## src/rtl/booth_pp_gen.sv

```systemverilog
// Iterative radix-4 Booth partial-product generator feeding a Wallace tree.
// Encodes LANES Booth digits per cycle into 16 unshifted 64-bit rows plus the
// negation-correction word, then holds the complete set behind valid/ready.
module booth_pp_gen #(
    parameter int unsigned LANES = 4
) (
    input  logic          clk,
    input  logic          rst_n,
    input  logic          in_valid,
    output logic          in_ready,
    input  logic [31:0]   in_a,
    input  logic [31:0]   in_b,
    output logic          out_valid,
    input  logic          out_ready,
    output logic [1023:0] prod0,
    output logic [63:0]   spe_component
);

    if (!(LANES == 1 || LANES == 2 || LANES == 4 || LANES == 8 || LANES == 16)) begin : g_bad_lanes
        $error("booth_pp_gen: LANES must be 1, 2, 4, 8 or 16");
    end

    typedef enum logic [1:0] {
        IDLE,
        ENC,
        DONE
    } state_t;

    state_t      state;
    state_t      state_nx;

    logic [31:0] a_reg;
    logic [32:0] bx_reg;   // {multiplier, 1'b0}: bit 0 is the implicit b[-1]
    logic [4:0]  counter;
    logic [63:0] a_ext;

    logic [3:0]  digit_idx [LANES];
    logic [63:0] lane_row  [LANES];
    logic        lane_neg  [LANES];

    assign a_ext = {{32{a_reg[31]}}, a_reg};

    // Map one Booth triplet to {negate, row}; negative digits give ~M and the
    // +1 completing the two's complement is carried in the negation bit.
    function automatic logic [64:0] booth_encode(input logic [2:0] trip, input logic [63:0] m1);
        logic [63:0] m2;
        m2 = m1 << 1;
        case (trip)
            3'b001, 3'b010: return {1'b0, m1};
            3'b011:         return {1'b0, m2};
            3'b100:         return {1'b1, ~m2};
            3'b101, 3'b110: return {1'b1, ~m1};
            default:        return '0;
        endcase
    endfunction

    // State register.
    always_ff @(posedge clk or negedge rst_n) begin
        if (!rst_n) begin
            state <= IDLE;
        end else begin
            state <= state_nx;
        end
    end

    // Next-state and handshake outputs.
    always_comb begin
        state_nx  = state;
        in_ready  = 1'b0;
        out_valid = 1'b0;
        case (state)
            IDLE: begin
                in_ready = 1'b1;
                if (in_valid) begin
                    state_nx = ENC;
                end
            end
            ENC: begin
                if (counter == 5'(16 - LANES)) begin
                    state_nx = DONE;
                end
            end
            DONE: begin
                out_valid = 1'b1;
                if (out_ready) begin
                    state_nx = IDLE;
                end
            end
            default: state_nx = IDLE;
        endcase
    end

    // Booth-encode the LANES digits selected by the current counter value.
    always_comb begin
        for (int unsigned j = 0; j < LANES; j++) begin
            digit_idx[j] = counter[3:0] + 4'(j);
            {lane_neg[j], lane_row[j]} =
                booth_encode(bx_reg[{1'b0, digit_idx[j], 1'b0} +: 3], a_ext);
        end
    end

    // Operand capture and row/negation-bit accumulation.
    always_ff @(posedge clk or negedge rst_n) begin
        if (!rst_n) begin
            a_reg         <= '0;
            bx_reg        <= '0;
            counter       <= '0;
            prod0         <= '0;
            spe_component <= '0;
        end else if (state == IDLE && in_valid) begin
            a_reg         <= in_a;
            bx_reg        <= {in_b, 1'b0};
            counter       <= '0;
            prod0         <= '0;
            spe_component <= '0;
        end else if (state == ENC) begin
            for (int unsigned j = 0; j < LANES; j++) begin
                prod0[{digit_idx[j], 6'b0} +: 64]             <= lane_row[j];
                spe_component[{1'b0, digit_idx[j], 1'b0}]     <= lane_neg[j];
            end
            counter <= counter + 5'(LANES);
        end
    end

endmodule
```

## config.mk

```make
export PLATFORM = sky130hd
export DESIGN_NAME = booth_pp_gen
export DESIGN_NICKNAME = d
export VERILOG_FILES = /design/src/rtl/booth_pp_gen.sv
export SDC_FILE = /design/constraint.sdc
export NUM_CORES = 1
export LEC_CHECK = 0
export ABC_AREA = 1
export CORE_AREA = 2 2 454 456
export DETAILED_ROUTE_END_ITERATION = 6
export DIE_AREA = 0 0 456 458
export GPL_TIMING_DRIVEN = 0
export SYNTH_ARGS = -nofsm -noshare
export SYNTH_HDL_FRONTEND = slang
export SYNTH_SLANG_ARGS = --single-unit
export TNS_END_PERCENT = 20
```

## constraint.sdc

```tcl
create_clock -name clk -period 8.5 [get_ports clk]
set_clock_uncertainty 0.15 [all_clocks]
set_input_delay 1.275 -clock clk [delete_from_list [all_inputs] [get_ports clk]]
set_output_delay 1.275 -clock clk [all_outputs]
set_load 0.005 [all_outputs]
```

======== Yosys cells after proc, flatten, opt, wreduce, memory -nomap -nowiden ========
Index checks and enable logic that the tools add are counted.
storage, ports and cells
  register bits after elaboration ......... 1159
  word-level logic and storage cells ...... 114
  output and inout bits ................... 1090
  bits of input ports ..................... 68
operators by class
  reduce and logical (&&, ||, !) cells .... 16
  multiplexer cells ....................... 32
  shift operators ......................... 12
  equality and inequality tests ........... 30
  bitwise operators ....................... 2
  magnitude comparators ................... 8
  add/sub/neg operators ................... 8
operators with widths
  kind                        number
  $bwmux 1024                 4
  $shift 64x12->1024 const A  4
  $shiftx 64x12->1024         4
  $mux 1024                   2
  $pmux 65 s4                 4
  $bwmux 64                   4
  $shiftx 33x6->3             4
  $mux 64                     2
  $not 64->64                 2
  $neg 10->12                 4
  $eq 3x3->1 const B          12
  $lt 5x7->1 const B          4
  $eq 3x2->1 const B          8
  $ge 5x1->1 const B          4
  $demux 1 s4                 4
  $reduce_or 2->1             8
  $eq 3x1->1 const B          4
  $mux 5                      2
  $add 4x2->4 const B         2
  $mux 1                      6
  $mux 2                      3
  $ne 2x2->1 const B          3
  $pmux 2 s3                  1
  $add 5x3->5 const B         1
  other kinds (8)             12

======== Logic depth before layout (Yosys ltp) ========
  word-level depth ........................ 11
  depth in mapped cells ................... 15

======== Worst setup path after synthesis ========
No wires, ideal clock.
  path type ............................... reg2reg
  from .................................... register counter[2]
  to ...................................... register prod0[77]
  setup time .............................. 0.066 ns
  clock period less this slack ............ 2.764 ns
  setup slack ............................. 5.736 ns
  path buffers ............................ 4
  data arrival time ....................... 2.548 ns
  cell stages (with the launch flop) ...... 15
  cell sequence ........................... dfrtp_1 > inv_2 > buf_6 > buf_2 > buf_1 > ha_1 > inv_2 > nor2_1 > nand3_1 > inv_1 > nand2_1 > nor2_1 > clkbuf_1 > nand3_1 > nand2_1
on the way
  word-level cells in the longest chain between the ends .. 11
  elaborated cells between the ends (all ways) .. 61
  classes of those cells .................. 7 x add/sub; 24 x eq/ne; 12 x shift; 10 x mux; 8 x reduce/logical
ends and longest elaborated chain
  what                                                RTL line  source
  start, declared                                     34        logic [4:0] counter;
  start signal, assigned                              121       counter <= counter + 5'(LANES);
  $add 4x1->4 or $shiftx 33x6->3 (tied branches)      96, 98
  $shiftx 33x6->3, or another cell as far along       98        booth_encode(bx_reg[{1'b0, digit_idx[j], 1'b0} +: 3], a_ext);
  $eq 3x3->1, or another cell as far along            48        case (trip)
  $reduce_or 2->1 or $pmux 65 s4 (tied branches)      48
  $pmux 65 s4 or $shiftx 64x12->1024 (tied branches)  48, 118
  $shiftx 64x12->1024 or $bwmux 1024 (tied branches)  118       prod0[{digit_idx[j], 6'b0} +: 64] <= lane_row[j];
  $bwmux 1024 (2 in a row)                            118
  $bwmux 1024 *                                       118
  $mux 1024 *                                         116       end else if (state == ENC) begin
  $mux 1024 *                                         110       end else if (state == IDLE && in_valid) begin
  end signal, assigned by index                       118
  end, declared                                       15        output logic [1023:0] prod0,
Every way passes the cells marked *; elsewhere a longest branch is shown, timed or not. The select of a mux whose other input is x is not followed.
A chain may end at the register's enable or synchronous reset.

======== Final worst setup path ========
  from .................................... register counter[2]
  to ...................................... register prod0[81]
Same word-level chain as after synthesis.

==> flow_summary.json <==
{
  "grt_pass1_vias": 32200,
  "clk_latency_ns": 0.71,
  "synthToLayoutAreaGrowth_pct": 52.7,
  "critPathSlowestCell": "buf_1",
  "crit_buf_inv": 7,
  "worst_setup_path_end_kind": "flop",
  "cts_buffer_depth": 3,
  "firstDrtPassIters": 6,
  "irDropWorstVdd_uv": 226,
  "syn_area_um2": 33000,
  "cts_sinks": 613,
  "clk_pin_slew_ns": 0.07,
  "design_area_um2": 50400,
  "crit_path_max_fanout": 13,
  "cts_resized": 0,
  "dieArea_um2": 209000,
  "vias": 34300,
  "yosys.area.top_type_share_pct": 46.5,
  "cp_cell_sequence": "inv_2 -> buf_6 -> buf_2 -> buf_1 -> ha_1 -> inv_2 -> nor2_1 -> nand3_1 -> inv_1 -> nand2_1 -> nor2_1 -> clkbuf_1 -> nand3_1 -> nand2_1",
  "worstHoldPathType": "reg -> reg",
  "ant_nets": 0,
  "synthCells": 4343,
  "die_h_um": 458,
  "grt_pass1_wl_mm": 264,
  "synth_ff_type": "dfrtp_1",
  "final_common_cell": "nand2_1",
  "synth_top_area_cell": "dfrtp_1",
  "worstSetupEndpoint": "prod0[81]",
  "tightest_slew_ns": 1.52,
  "drive_gt1_share_pct": 14.7,
  "crit_type": "reg -> reg",
  "track_usage_pct": 18.0,
  "cp.required_ns": 8.98,
  "leakagePower_nw": 25.1,
  "io_buffers": 1109,
  "rr_worst_depth": 14,
  "synth.distinct_cells": 28,
  "setup-tns-final_ns": 0,
  "max_freq_mhz": 187,
  "arrival_ns": 5.84,
  "cts_buffers": 74,
  "cp_top_family": "buffers and inverters",
  "ios": 1158,
  "synthTopCellsByArea": "dfrtp_1, nand2_1, buf_4",
  "initial_core_util_pct": 16.2,
  "synth_seq_area_share_pct": 46.5,
  "final_net_count": 5664,
  "hold_violations": 0,
  "tritoncts": "done",
  "whs_ns": 0.325,
  "cap_violations": 1,
  "largest_reg_flops": 528,
  "cpPeakStageDelay_ns": 0.87,
  "yosys_warnings": 0,
  "htreeDepth": 3,
  "ff2ff_setup_slack_ns": 3.14,
  "grt_max_degree": 120,
  "cp_num_cells": 14,
  "grt_overflow": 0,
  "period_share_pct": 63.1,
  "core_area_um2": 204000,
  "startpoint": "counter[2]",
  "cts_hold_buf": 0,
  "dp_hpwl_mm": 157,
  "place.gp.congestion": 0.916,
  "rsz0062_at_grt": "false",
  "final_cell_mix": "nand2_1, clkdlybuf4s50_1, dfrtp_1",
  "slew_violations": 12,
  "synth-async-reset-ratio_pct": 100,
  "cts_setup_buffers": 0,
  "syn_avg_cell_area_um2": 7.60,
  "synth_edf_count": 0,
  "route.detailed.drc": 0,
  "fillers": 22300,
  "wl_mm": 195,
  "rr_endpoint": "prod0[81]",
  "place_area_um2": 47900,
  "place_inst": 8197,
  "period_needed_ns": 5.36,
  "die_w_um": 456,
  "root_buffer": "clkbuf_16",
  "crit_path_start_kind": "flop",
  "row_count": 166,
  "antenna_found_initial": 34,
  "drt-initial-drc-count": 3141,
  "final_cells": 8347,
  "avgViaCountPerCell": 4.11,
  "status": "finished, violations left",
  "setup_viol": 0,
  "rr_startpoint": "counter[2]",
  "relSlewSlack_pct": -1.29,
  "wl_per_cell_um": 23.4,
  "power_density_nw_per_um2": 416,
  "violations": "capacitance limit, slew limit",
  "yosys_register_bits": 613
}
## routing by layer
layer,vias up,part of all wire [%],GRT usage (%)
met2,1477,48,30.0
met1,16800,41,21.9
met5,-,0.0061,0
met3,310,5.8,3.40
met4,2,5.5,9.55
li1,15700,-,-
## worst register-to-register path: cells and delay by family, from the launching register on
family	cells	cell delay, ns
AND/OR/NAND/NOR	6	1.81
flip-flops	1	0.52
adder cells (fa/ha/maj)	1	0.31
buffers and inverters	7	2.50
## power by group
| group | internal [mW] | switching (mW) |
|---|---|---|
| Combinational | 4.00 | 9.36 |
| Sequential | 3.66 | 0.630 |
| Clock | 1.90 | 1.40 |
## final cells by class
class	instances	area (µm²)	area share, %
sequential	613	15300	30.4
multi-input combinational	2837	12100	24.0
timing repair buffer	1117	11300	22.4
buffer	831	5330	10.6
tap	2688	3360	6.67
clock buffer	104	2200	4.36
inverter	111	417	0.827
clock inverter	27	283	0.561
antenna	19	47.5	0.0944
## synthesized netlist by cell type (6+ instances only)
library cell / count
ha_1: 11
buf_2: 75
nand4_1: 104
inv_2: 10
o21ai_0: 102
nand2_2: 37
inv_1: 100
buf_4: 551
a21oi_1: 31
clkbuf_1: 158
nand3_1: 577
nor2_1: 239
buf_6: 6
dfrtp_1: 613
nand2_1: 1666
buf_1: 41
nand3_2: 7
## logic make-up after synthesis
logic type / count (synthesis) / share of synthesized area, %
flops: 613 / 46.5
buf+inv: 942 / 17.4
fa+ha+maj: 11 / 0.417
simple gates: 2636 / 33.5
other cells: 1 / 0.0114
xor+xnor: 2 / 0.0531
compound gates: 138 / 2.13
## worst min path at each step
stage | from | endpoint | slack (ns) | cells past startpoint
4_1_cts | prod0[541] | prod0[541] | 0.33 | 2
3_3_place_gp | prod0[404] | prod0[404] | 0.31 | 2
2_1_floorplan | bx_reg[12] | bx_reg[12] | 0.30 | 2
3_5_place_dp | prod0[338] | prod0[338] | 0.31 | 2
5_1_grt | prod0[790] | prod0[790] | 0.34 | 2
6_report | prod0[29] | prod0[29] | 0.32 | 2
## stage by stage
step	power, mW	worst slack [ns]	utilization, %
after floorplan	9.94	5.74	-
after global placement	17.8	-22.93	23.4
after detailed placement	17.9	3.13	23.5
after CTS	21.3	3.10	24.7
after global routing	22.2	2.80	24.7
final	20.9	3.14	24.7
No activity file was read; power rests on OpenSTA's default activity.
